<file path="config.mk">
export PLATFORM = sky130hd
export DESIGN_NAME = serial_subtractor
export DESIGN_NICKNAME = d
export VERILOG_FILES = /design/src/rtl/serial_subtractor.sv
export SDC_FILE = /design/constraint.sdc
export NUM_CORES = 1
export LEC_CHECK = 0
export ABC_AREA = 1
export BUFFER_PORTS_ARGS = -buffer_cell sky130_fd_sc_hd__buf_4
export CAP_MARGIN = 40
export CORE_MARGIN = 2
export CORE_UTILIZATION = 58
export CTS_BUF_LIST = sky130_fd_sc_hd__clkbuf_16
export DETAILED_ROUTE_END_ITERATION = 10
export PLACE_DENSITY = 0.83
export SLEW_MARGIN = 20
export SYNTH_ARGS = -nofsm -noshare
export SYNTH_HDL_FRONTEND = slang
export SYNTH_SLANG_ARGS = --single-unit
export TNS_END_PERCENT = 1
</file>
<file path="constraint.sdc">
create_clock -name clk_i -period 3.3 [get_ports clk_i]
set_input_delay 0.495 -clock clk_i [delete_from_list [all_inputs] [get_ports clk_i]]
set_output_delay 0.495 -clock clk_i [all_outputs]
set_load 0.005 [all_outputs]
</file>
<file path="src/rtl/serial_subtractor.sv">
// Bit-serial LSB-first subtractor: a single full-subtractor cell plus a registered borrow.
// It computes diff = a - b (mod 2^WIDTH) and borrow_out = (a < b).
// busy_o is high from the accepted start until the return to idle.
// done_o pulses for one cycle, WIDTH edges after the start edge.
module serial_subtractor #(
  parameter int unsigned WIDTH = 8
) (
  input  logic             clk_i,
  input  logic             rst_ni,
  input  logic             start_i,
  input  logic [WIDTH-1:0] a_i,
  input  logic [WIDTH-1:0] b_i,
  output logic             busy_o,
  output logic             done_o,
  output logic [WIDTH-1:0] diff_o,
  output logic             borrow_out_o
);

  localparam int unsigned CntW = (WIDTH > 1) ? $clog2(WIDTH) : 1;

  typedef enum logic [1:0] {StIdle, StRun, StDone} state_e;

  state_e           state_q, state_d;
  logic [WIDTH-1:0] sh_a_q, sh_a_d;
  logic [WIDTH-1:0] sh_b_q, sh_b_d;
  logic [WIDTH-1:0] res_q, res_d;
  logic [WIDTH-1:0] diff_q, diff_d;
  logic [CntW-1:0]  cnt_q, cnt_d;
  logic             bor_q, bor_d;
  logic             borrow_q, borrow_d;

  // Full-subtractor cell on the current LSBs
  logic cell_d;
  logic cell_bor;

  // Next-state logic: bit-cell evaluation, shifting and result capture
  always_comb begin
    state_d  = state_q;
    sh_a_d   = sh_a_q;
    sh_b_d   = sh_b_q;
    res_d    = res_q;
    diff_d   = diff_q;
    cnt_d    = cnt_q;
    bor_d    = bor_q;
    borrow_d = borrow_q;

    cell_d   = sh_a_q[0] ^ sh_b_q[0] ^ bor_q;
    cell_bor = (~sh_a_q[0] & sh_b_q[0]) | (~(sh_a_q[0] ^ sh_b_q[0]) & bor_q);

    unique case (state_q)
      StIdle: begin
        if (start_i) begin
          sh_a_d  = a_i;
          sh_b_d  = b_i;
          res_d   = '0;
          bor_d   = 1'b0;
          cnt_d   = '0;
          state_d = StRun;
        end
      end
      StRun: begin
        res_d  = {cell_d, res_q[WIDTH-1:1]};
        sh_a_d = sh_a_q >> 1;
        sh_b_d = sh_b_q >> 1;
        bor_d  = cell_bor;
        cnt_d  = cnt_q + CntW'(1);
        if (cnt_q == CntW'(WIDTH - 1)) begin
          // Last bit: publish the assembled result together with the final borrow
          diff_d   = {cell_d, res_q[WIDTH-1:1]};
          borrow_d = cell_bor;
          state_d  = StDone;
        end
      end
      StDone: begin
        state_d = StIdle;
      end
      default: begin
        state_d = StIdle;
      end
    endcase
  end

  // State registers with synchronous active-low reset
  always_ff @(posedge clk_i) begin
    if (!rst_ni) begin
      state_q  <= StIdle;
      sh_a_q   <= '0;
      sh_b_q   <= '0;
      res_q    <= '0;
      diff_q   <= '0;
      cnt_q    <= '0;
      bor_q    <= 1'b0;
      borrow_q <= 1'b0;
    end else begin
      state_q  <= state_d;
      sh_a_q   <= sh_a_d;
      sh_b_q   <= sh_b_d;
      res_q    <= res_d;
      diff_q   <= diff_d;
      cnt_q    <= cnt_d;
      bor_q    <= bor_d;
      borrow_q <= borrow_d;
    end
  end

  assign busy_o       = (state_q != StIdle);
  assign done_o       = (state_q == StDone);
  assign diff_o       = diff_q;
  assign borrow_out_o = borrow_q;

endmodule

</file>
==> run summary <==
TritonCTS Buffers = 5
NumNets Final = 297
critical path required time = 2.80 ns
max_cap viols = 0
post-DR wirelength/cell = 11.3 µm
pin count of the biggest net entering global routing = 25
fillers = 237
Max IR drop VDD = 522 µV
Max Fclk = 523 MHz
grt ovf = 0
final setup vio count = 0
top cell type's share of synthesized area = 0.453
DRT Wirelength = 3480 µm
count leader, synth = nand2_1
syn nets = 271
Cell Area, Synth = 1680 µm²
Final min period = 1.91 ns
Final Power = 1.06 mW
FP Rows = 19
DR vias = 1,505
EDFF count, synth = 0
Worst Setup SP = state_q[0]
first-pass GRT wire length = 5820 µm
Detailed Place HPWL = 2180 µm
ys async rst share = 0
Synth area leaders = dfxtp_1 45%, nand2_1 19%, nor2_1 8.3%, inv_1 7.4%, a21oi_1 7.2%
Max-slew headroom = 0.520
Yosys Warn Count = 0
clk slew on worst S/H paths = 0.05 ns
crit path launch type = register
Leak = 1.02 nW
vias in the first global route = 1,437
top cells by count, synth = 83 x nand2_1, 38 x dfxtp_1, 37 x nor2_1
drc violations = 0
starting density of the core = 0.608
root buffer cell = clkbuf_16
core footprint = 2760 µm²
measured slew at the worst slew-check pin = 0.719 ns
share of cells above drive strength 1 = 0.152
Post-synth top flop = dfxtp_1
hold buffers post-CTS = 0
initial antenna violation count = 0
deepest clock path buffer count = 2
TritonRoute pass-1 iters = 4
Die Wd = 57.8 µm
HP Start = sh_a_q[7]
num ports = 30
part of the cycle the worst path needs = 0.579
worst r2r src = state_q[0]
GP Congestion = 0.784
Port Buffer Count = 29
TritonCTS clock tree = done
Final Max Tran Viols = 0
Total GRT Usage = 0.225
# Post-CTS Setup Buffers = 0
crit path max fanout = 19
Yosys top cell by area = dfxtp_1
Gate Count Post-Synth = 249
Seq/Total Area, Yosys = 0.453
multi-input combinational cell area = 726 µm²
Total Die Area = 3340 µm²
ant diodes = 0
Yosys cell types = 18
initial DRC count = 49
Sum Neg Setup Slack = 0 ns
Final Hold Fails = 0
Worst Clk Skew = 0.00291 ns
Critical Path AT = 1.42 ns
post-cts sizing count = 0
Via density = 4.90
RSZ-0062 raised after global routing = no
Post-DRT Antenna Nets = 0
Clock Sinks = 38
outcome = complete, no violations
Yosys reg bits = 38
DIE HEIGHT = 57.8 µm
H-tree levels = 2
Sequential cell area = 761 µm²
Hold Crit Class = reg2reg
mean area per synthesized cell = 6.74 µm²
CP Capture Type = output pin
WS Path Type = reg2out
layout overhead on the synthesized area = 20.8%
Power Density = 522 nW/µm²
worst skew pair latency = 0.28 ns
power by group:
group	internal (mW)	total (mW)	switching, mW
combinational	0.0471	0.112	0.0649
sequential	0.480	0.493	0.0133
clock	0.275	0.453	0.178
total	0.802	1.06	0.256
layout make-up:
cell class / count / area share
well taps: 31 / 0.0191
multi-input cells: 166 / 0.358
inverters: 34 / 0.0630
clock buffers: 5 / 0.0617
clock inverters: 3 / 0.00802
repair buffers: 30 / 0.115
flip-flops and latches: 38 / 0.375
flip-flops by register name, summed over array words and instances, names as in the netlist:
register      count
sh_a_q            8
sh_b_q            8
state_q           2
bor_q             1
res_q             7
borrow_out_o      1
cnt_q             3
diff_o            8
per-stage QoR:
stage,cell area [µm²],cells,setup WS [ns],hold slack (ns),util
3_3_place_gp,1870,298,1.59,0.452,0.678
4_1_cts,2030,307,1.41,0.464,0.735
3_5_place_dp,1890,299,1.69,0.455,0.684
5_1_grt,2030,307,1.30,0.495,0.735
2_1_floorplan,1680,249,2.08,0.439,-
6_report,2030,307,1.39,0.461,0.735
layout by cell type (no fill, tap or decap):
master / instances
a21oi_1: 24
buf_4: 29
buf_8: 1
clkbuf_16: 5
clkinv_1: 1
clkinv_2: 1
clkinvlp_4: 1
dfxtp_1: 38
fa_1: 1
ha_1: 2
inv_1: 33
inv_2: 1
nand2_1: 83
nand2_2: 1
nand3_1: 5
nor2_1: 37
nor2_2: 2
nor3_1: 1
o21ai_0: 9
o21ai_4: 1
worst max-delay path: stages (launching register included):
cell and delay [ns]:
dfxtp_1 0.78, nor2_1 0.17, inv_1 0.09, buf_4 0.10
routing by layer:
layer,wire (µm),share of wire,track usage
met3,117,0.034,0.0491
met4,74,0.021,0.0963
met2,1710,0.49,0.407
met5,0,0,0
met1,1580,0.45,0.252
logic make-up (layout without fill, tap and decap cells):
family | count (synthesis) | after routing | synth area share
adders and majority gates | 3 | 3 | 0.0268
and+or+nand+nor | 129 | 129 | 0.298
buffers and inverters | 45 | 72 | 0.114
DFF | 38 | 38 | 0.453
AOI/OAI and AO/OA | 34 | 34 | 0.108
worst paths after layout:
path | cells after the start | to | slack [ns]
min | 2 | sh_a_q[7] | 0.46
min reg2reg | 2 | sh_a_q[7] | 0.46
max reg2reg | 4 | res_q[1] | 1.57
max | 3 | busy_o | 1.39
Note: power is estimated with default switching activity, not from simulation.
